`src/rtl/ddcb_tap_pkg.sv`:
```
`default_nettype none
// ============================================================================
//  Module  : ddcb_tap_pkg
//  Purpose : Shared types and helpers for the multi-channel DCDL tap
//            controller: update-policy and VTC-state enums, and the
//            single-tap step function (increment/decrement with
//            wrap or saturate).
//  Ports   : none (package)
//  Rev     : 1.0  initial multi-channel release
// ============================================================================
package ddcb_tap_pkg;

    // Internal tap arithmetic is done at this fixed width. Narrower taps are
    // zero-extended; the upper bits stay zero and are trimmed in synthesis.
    localparam int TAP_W_MAX = 16;

    typedef logic [TAP_W_MAX-1:0] tap_t;

    typedef enum logic [1:0] {
        UPD_IMM    = 2'd0,
        UPD_MANUAL = 2'd1,
        UPD_SLEW   = 2'd2
    } upd_mode_e;

    typedef enum logic [1:0] {
        VTC_ON = 2'd0,
        SETTLE = 2'd1,
        READY  = 2'd2,
        HOLD   = 2'd3
    } vtc_state_e;

    // One tap step toward inc/dec. At a bound it either wraps to the
    // opposite bound or holds, depending on wrap.
    function automatic tap_t tap_step(
        input tap_t cur,
        input logic inc,
        input logic wrap,
        input tap_t max
    );
        tap_t r;
        if (inc) begin
            if (cur == max) r = wrap ? '0 : max;
            else            r = cur + tap_t'(1);
        end else begin
            if (cur == '0)  r = wrap ? max : '0;
            else            r = cur - tap_t'(1);
        end
        return r;
    endfunction

endpackage
`default_nettype wire

```
`src/rtl/ddcb_tap_chan.sv`:
```
`default_nettype none
// ============================================================================
//  Module  : ddcb_tap_chan
//  Purpose : One delay-line channel: shadow tap (CE/INC/LOAD), active tap
//            (mux select) updated by the selected policy, pending flag and
//            optional sticky error.
//  Ports   : clk_in/rst_in  clock, async active-high reset
//            i_rdy          commands accepted this cycle
//            i_ce/i_inc/i_load/i_val  channel command
//            i_commit       manual-mode copy shadow -> active
//            o_shadow       shadow tap
//            o_active       active tap
//            o_busy         active != shadow
//            o_err          sticky error (zero unless DDCB_TAP_CTRL_ERR_EN)
//  Config  : DDCB_TAP_CTRL_ERR_EN enables the sticky error register.
//  Rev     : 1.0  initial multi-channel release
// ============================================================================
module ddcb_tap_chan
    import ddcb_tap_pkg::*;
#(
    parameter int        TAP_W    = 9,
    parameter int        DEF_TAP  = 0,
    parameter int        WRAP     = 0,
    parameter upd_mode_e UPD_MODE = UPD_IMM
) (
    input  logic             clk_in,
    input  logic             rst_in,
    input  logic             i_rdy,
    input  logic             i_ce,
    input  logic             i_inc,
    input  logic             i_load,
    input  logic [TAP_W-1:0] i_val,
    input  logic             i_commit,
    output logic [TAP_W-1:0] o_shadow,
    output logic [TAP_W-1:0] o_active,
    output logic             o_busy,
    output logic             o_err
);

    localparam tap_t C_MAX  = tap_t'((1 << TAP_W) - 1);
    localparam tap_t C_DEF  = tap_t'(DEF_TAP);
    localparam logic C_WRAP = (WRAP != 0);

    tap_t r_shadow;
    tap_t r_active;
    logic r_busy;

    tap_t w_load_val;
    tap_t w_shadow_nxt;
    tap_t w_active_nxt;
    logic w_busy_nxt;
    logic w_cmd;

    always_comb begin
        w_cmd      = i_ce & i_rdy;
        w_load_val = '0;
        w_load_val[TAP_W-1:0] = i_val;

        // load has priority; inc is ignored when loading
        w_shadow_nxt = r_shadow;
        if (w_cmd) begin
            if (i_load) w_shadow_nxt = w_load_val;
            else        w_shadow_nxt = tap_step(r_shadow, i_inc, C_WRAP, C_MAX);
        end

        w_active_nxt = r_active;
        case (UPD_MODE)
            // Commit takes the pre-update shadow; a command in the same
            // cycle stays pending until the next commit.
            UPD_MANUAL: begin
                if (i_commit) w_active_nxt = r_shadow;
            end
            // Walk linearly toward the current shadow, never wrapping, so a
            // retarget mid-walk simply changes direction from where we are.
            UPD_SLEW: begin
                if (r_active < r_shadow)      w_active_nxt = r_active + tap_t'(1);
                else if (r_active > r_shadow) w_active_nxt = r_active - tap_t'(1);
            end
            default: begin
                w_active_nxt = w_shadow_nxt;
            end
        endcase

        // Registered version of (active != shadow) computed from next values
        // so busy_o is exact in the cycle the taps differ.
        w_busy_nxt = (UPD_MODE != UPD_IMM) && (w_active_nxt != w_shadow_nxt);
    end

    always_ff @(posedge clk_in or posedge rst_in) begin
        if (rst_in) begin
            r_shadow <= C_DEF;
            r_active <= C_DEF;
            r_busy   <= 1'b0;
        end else begin
            r_shadow <= w_shadow_nxt;
            r_active <= w_active_nxt;
            r_busy   <= w_busy_nxt;
        end
    end

    assign o_shadow = r_shadow[TAP_W-1:0];
    assign o_active = r_active[TAP_W-1:0];
    assign o_busy   = r_busy;

`ifdef DDCB_TAP_CTRL_ERR_EN
    logic r_err;
    logic w_err_set;

    // Dropped command, or a saturating step that hit a bound.
    assign w_err_set = (i_ce & ~i_rdy)
                     | (w_cmd & ~i_load & ~C_WRAP &
                        ((i_inc & (r_shadow == C_MAX)) | (~i_inc & (r_shadow == '0))));

    always_ff @(posedge clk_in or posedge rst_in) begin
        if (rst_in) r_err <= 1'b0;
        else        r_err <= r_err | w_err_set;
    end

    assign o_err = r_err;
`else
    assign o_err = 1'b0;
`endif

endmodule
`default_nettype wire

```
`src/rtl/ddcb_tap_ctrl_mc.sv`:
```
`default_nettype none
// ============================================================================
//  Module  : ddcb_tap_ctrl_mc
//  Purpose : Multi-channel tap controller for DCDL delay lines. Holds the
//            VTC hold/release FSM and settle counter, and one ddcb_tap_chan
//            per channel (shadow/active taps, update policy, wrap/saturate).
//  Ports   : clk_in, rst_in (async, active-high)
//            en_vtc            1: VT compensation owns taps, commands blocked
//            ce/inc/load       per-channel command [NCH]
//            cntvaluein        load values, ch0 in LSBs [NCH*TAP_W]
//            commit            manual-mode commit of all shadows
//            cntvalueout       shadow taps [NCH*TAP_W]
//            tap_sel           active taps to delay-line mux [NCH*TAP_W]
//            busy_o            active != shadow per channel [NCH]
//            rdy_o             commands accepted
//            err_o             sticky errors per channel [NCH]
//  Config  : DDCB_TAP_CTRL_ERR_EN -- when defined, err_o flags dropped
//            commands and saturating bound hits; otherwise err_o is zero.
//  Rev     : 1.0  initial multi-channel release
// ============================================================================
module ddcb_tap_ctrl_mc
    import ddcb_tap_pkg::*;
#(
    parameter int        NCH        = 4,
    parameter int        TAP_W      = 9,
    parameter int        DEF_TAP    = 0,
    parameter int        WRAP       = 0,
    parameter upd_mode_e UPD_MODE   = UPD_IMM,
    parameter int        VTC_SETTLE = 8
) (
    input  logic                 clk_in,
    input  logic                 rst_in,
    input  logic                 en_vtc,
    input  logic [NCH-1:0]       ce,
    input  logic [NCH-1:0]       inc,
    input  logic [NCH-1:0]       load,
    input  logic [NCH*TAP_W-1:0] cntvaluein,
    input  logic                 commit,
    output logic [NCH*TAP_W-1:0] cntvalueout,
    output logic [NCH*TAP_W-1:0] tap_sel,
    output logic [NCH-1:0]       busy_o,
    output logic                 rdy_o,
    output logic [NCH-1:0]       err_o
);

    localparam int                CNT_W         = $clog2(VTC_SETTLE + 1);
    localparam logic [CNT_W-1:0]  C_SETTLE_INIT = CNT_W'(VTC_SETTLE - 1);

    vtc_state_e       r_state;
    vtc_state_e       w_state_nxt;
    logic [CNT_W-1:0] r_cnt;
    logic [CNT_W-1:0] w_cnt_nxt;
    logic             r_rdy;
    logic             w_commit;
    logic [NCH-1:0]   w_busy;

    always_ff @(posedge clk_in or posedge rst_in) begin
        if (rst_in) begin
            r_state <= VTC_ON;
            r_cnt   <= '0;
            r_rdy   <= 1'b0;
        end else begin
            r_state <= w_state_nxt;
            r_cnt   <= w_cnt_nxt;
            r_rdy   <= (w_state_nxt == READY);
        end
    end

    always_comb begin
        w_state_nxt = r_state;
        w_cnt_nxt   = r_cnt;
        case (r_state)
            VTC_ON: begin
                if (!en_vtc) begin
                    w_state_nxt = SETTLE;
                    w_cnt_nxt   = C_SETTLE_INIT;
                end
            end
            SETTLE: begin
                if (en_vtc)              w_state_nxt = VTC_ON;
                else if (r_cnt == '0)    w_state_nxt = READY;
                else                     w_cnt_nxt   = r_cnt - CNT_W'(1);
            end
            READY: begin
                if (en_vtc) w_state_nxt = HOLD;
            end
            HOLD: begin
                // VTC may only take over once every delay line sits at its target
                if (~|w_busy) w_state_nxt = VTC_ON;
            end
            default: begin
                w_state_nxt = VTC_ON;
            end
        endcase

        // While holding, keep committing so manual-mode pending shadows drain
        // (including any command accepted in the READY->HOLD cycle).
        w_commit = commit | (r_state == HOLD);
    end

    assign rdy_o = r_rdy;

    for (genvar g = 0; g < NCH; g++) begin : g_ch
        ddcb_tap_chan #(
            .TAP_W    (TAP_W),
            .DEF_TAP  (DEF_TAP),
            .WRAP     (WRAP),
            .UPD_MODE (UPD_MODE)
        ) u_chan (
            .clk_in   (clk_in),
            .rst_in   (rst_in),
            .i_rdy    (r_rdy),
            .i_ce     (ce[g]),
            .i_inc    (inc[g]),
            .i_load   (load[g]),
            .i_val    (cntvaluein[g*TAP_W +: TAP_W]),
            .i_commit (w_commit),
            .o_shadow (cntvalueout[g*TAP_W +: TAP_W]),
            .o_active (tap_sel[g*TAP_W +: TAP_W]),
            .o_busy   (w_busy[g]),
            .o_err    (err_o[g])
        );
    end

    assign busy_o = w_busy;

endmodule
`default_nettype wire
```
`config.mk`:
```
export PLATFORM = sky130hd
export DESIGN_NAME = ddcb_tap_ctrl_mc
export DESIGN_NICKNAME = d
export VERILOG_FILES = /design/src/rtl/ddcb_tap_pkg.sv /design/src/rtl/ddcb_tap_chan.sv /design/src/rtl/ddcb_tap_ctrl_mc.sv
export SDC_FILE = /design/constraint.sdc
export NUM_CORES = 1
export LEC_CHECK = 0
export ABC_AREA = 1
export CAP_MARGIN = 10
export CORE_ASPECT_RATIO = 0.5
export CORE_UTILIZATION = 57
export CTS_BUF_LIST = sky130_fd_sc_hd__clkbuf_8
export DETAILED_ROUTE_END_ITERATION = 7
export PLACE_DENSITY = 0.94
export SYNTH_ARGS = -nofsm -noshare
export SYNTH_HDL_FRONTEND = slang
export SYNTH_SLANG_ARGS = --single-unit
```
`constraint.sdc`:
```
create_clock -name clk_in -period 2.8 [get_ports clk_in]
set_input_delay 0.56 -clock clk_in [delete_from_list [all_inputs] [get_ports clk_in]]
set_output_delay 0.56 -clock clk_in [all_outputs]
set_load 0.02 [all_outputs]
```
==> results.toml <==
[placement]
place_hpwl_mm = 16.30
port_buffers = 123
place_area_um2 = 8780
gp_congestion = 0.9847

[layout]
layout_commonest_cell = "nand2_1"
design_area_um2 = 8999
final_cell_mix = "nand2_1, nor2_1, nand3_1, clkdlybuf4s50_1, inv_1"
fillCellCount = 1245
post_route_cells_drive_above_1_share_pct = 6.402
area_delta_synth_final_pct = 10.85
nNetsFinal = 1499
insertedDiodeCount = 0

[routing]
routed_via_density = 5.484
avgRoutedWirePerCell_um = 13.54
drt-initial-drc-count = 923
wl_mm = 22.05
vias = 8934
dr.pass1.iters = 8
ant_nets = 0
drc_errors = 0

[sta]
fmax_mhz = 451.0
finalSetupViolCount = 0
hold_viol = 0
finClkSkew_ps = 9.755
finalSetupTns_ps = 0
period_share_pct = 79.19
worstMarginPinSlew_ps = 654.9
period_needed_ps = 2217
drv_slew = 0
rsz0062_at_grt = "no"
maxSlewHeadroom_pct = 56.18

[worst_setup_path]
critical_path.top_delay_family = "buffers and inverters"
regToRegSetupSlack_ps = 930
setup.worst_path.end_class = "output port"
max_stage_delay_ps = 690
cp-start-kind = "flip-flop"
required_ps = 2240
critPathBufInv = 1
critPathKind = "flip-flop to output port"
reg2reg_to = "g_ch[0].u_chan.r_shadow[2]$_DFFE_PP0P_"
ff2ff_path_depth = 9
crit_slowest_cell = "clkdlybuf4s50_1"
critPathArrivalTime_ps = 1660
critPathMaxFanout = 11
rr_startpoint = "g_ch[0].u_chan.r_shadow[0]$_DFFE_PP0P_"
path_cells = "clkdlybuf4s50_1"

[floorplanning]
die_area_um2 = 14750
rows = 30
die_height_um = 86.39
ios = 133
start_util_pct = 59.09
core_um2 = 13740
die_w_um = 170.8

[power_and_ir_drop]
p_leak_nw = 4.558
ir_drop_v = 0.0005160
p_per_area_nw_per_um2 = 775.0

[clock_tree]
path_clk_slew_ps = 80
cts_hold_buf = 0
cts_tree = "built"
clk_latency_ps = 360
cts_made_buffers = 9
cts-resized-gates = 0
cts_root_buffer = "clkbuf_8"
cts.path.max_buffers = 2
clock-sinks = 71
cts_setup_buffers = 0
htreeDepth = 3

[yosys]
ys_warn_count = 0
syn_area_per_cell_um2 = 5.713
syn-cell-area_um2 = 8118
synthTopCellsByArea = "nand2_1, dfrtp_1, nand3_1"
synth_largest_area_cell = "nand2_1"
synth_top_area_share_pct = 24.46
ys_seq_area_share_pct = 21.89
ys_seq_elements = 71
ys_types = 39
synthCells = 1421

[worst_hold_path]
hold-path-endpoint = "r_cnt[1]$_DFFE_PP0P_"
hold_path.startpoint = "r_state[0]$_DFF_PP0_"
min_path_type = "flip-flop to flip-flop"
min_path_cells = 1

[job]
max_cap_viol_count = 0

[global_routing]
grt_max_degree = 30
grt_pass1_wl_mm = 36.31
grt_pass1_vias = 8047
grt_overflow_total = 0
antenna_found_initial = 0
grt_use_total_pct = 30.10

[run_status]
status = "finished clean"
[worst max-delay path by stage]
| stage | slack (ps) | cells past startpoint | endpoint | startpoint |
|---|---|---|---|---|
| 3_3_place_gp | 670 | 6 | g_ch[0].u_chan.r_shadow[6]$_DFFE_PP0P_ | inc[0] |
| 3_5_place_dp | 690 | 6 | g_ch[0].u_chan.r_shadow[6]$_DFFE_PP0P_ | inc[0] |
| 4_1_cts | 570 | 1 | tap_sel[29] | g_ch[3].u_chan.r_shadow[2]$_DFFE_PP0P_ |
| 5_1_grt | 530 | 1 | tap_sel[29] | g_ch[3].u_chan.r_shadow[2]$_DFFE_PP0P_ |
| 6_report | 580 | 1 | cntvalueout[14] | g_ch[1].u_chan.r_shadow[5]$_DFFE_PP0P_ |
| 2_1_floorplan | 440 | 1 | g_ch[0].u_chan.r_shadow[0]$_DFFE_PP0P_ | rst_in |
[state kept, by name (all words and copies together), names as in the netlist]
signal                count
r_cnt                     4
rdy_o                     1
r_state                   2
g_ch.u_chan.r_shadow     64
[cells in the mapped netlist (all sizes together)]
| master | number |
|---|---|
| a21oi | 29 |
| a31oi | 3 |
| and2 | 4 |
| buf | 126 |
| clkbuf | 12 |
| clkinv | 6 |
| conb | 1 |
| dfrtp | 71 |
| ha | 13 |
| inv | 125 |
| nand2 | 545 |
| nand3 | 164 |
| nand3b | 1 |
| nand4 | 25 |
| nor2 | 216 |
| nor3 | 6 |
| nor3b | 2 |
| o211ai | 1 |
| o21ai | 42 |
| o21bai | 1 |
| or2 | 1 |
| xnor2 | 2 |
| xor2 | 25 |
[metrics by stage]
step	utilization, %	std cells	setup WS [ps]	power, mW	hold slack [ps]
2_1_floorplan	-	1428	443.4	5.204	462.9
3_3_place_gp	63.91	1615	672.1	5.807	483.4
3_5_place_dp	63.91	1615	693.5	5.954	492.1
4_1_cts	65.50	1629	572.1	6.925	507.7
5_1_grt	65.50	1629	532.4	7.486	531.2
6_report	65.50	1629	582.8	6.974	511.5
[final cells by class]
| type | instances | area [um2] | area share (%) |
|---|---|---|---|
| Multi-Input combinational cell | 1088 | 4938 | 54.88 |
| Sequential cell | 71 | 1777 | 19.74 |
| Timing Repair Buffer | 133 | 1331 | 14.79 |
| Inverter | 131 | 493.0 | 5.478 |
| Tap cell | 192 | 240.2 | 2.670 |
| Clock buffer | 11 | 151.4 | 1.682 |
| Clock inverter | 3 | 67.56 | 0.7508 |
[cell families (layout without fill, tap and decap cells)]
kind of cell,count (synthesis),count (layout),share of synthesized area (%)
fa+ha+maj,13,13,2.004
other cells,1,8,0.04619
xor+xnor,27,27,2.913
simple gates,964,964,50.57
compound gates,76,76,4.979
flops,71,71,21.89
buf+inv,269,278,17.60
[worst register-to-register path, stage by stage (launching register included)]
cell     delay, ps
dfrtp_1        530
inv_1          180
ha_1           230
nand2_1         90
nor2_1          70
a21oi_2        370
nand2_1        140
nand3_1        110
nand2_1         50
nand2_1         60
[where the power goes]
group | internal [mW] | switching (mW) | leakage (nW)
sequential | 1.29 | 0.737 | 0.910
clock | 0.541 | 0.403 | 0.108
combinational | 1.62 | 2.39 | 3.54
[routing by layer]
| layer | track usage (%) | vias up | routed length (um) |
|---|---|---|---|
| met5 | 0 | - | 0 |
| met4 | 11.88 | 0 | 434 |
| met3 | 4.703 | 42 | 1815 |
| met2 | 52.06 | 447 | 10620 |
| met1 | 38.01 | 4082 | 9180 |
| li1 | - | 4363 | - |
No activity file was read; power rests on OpenSTA's default activity.
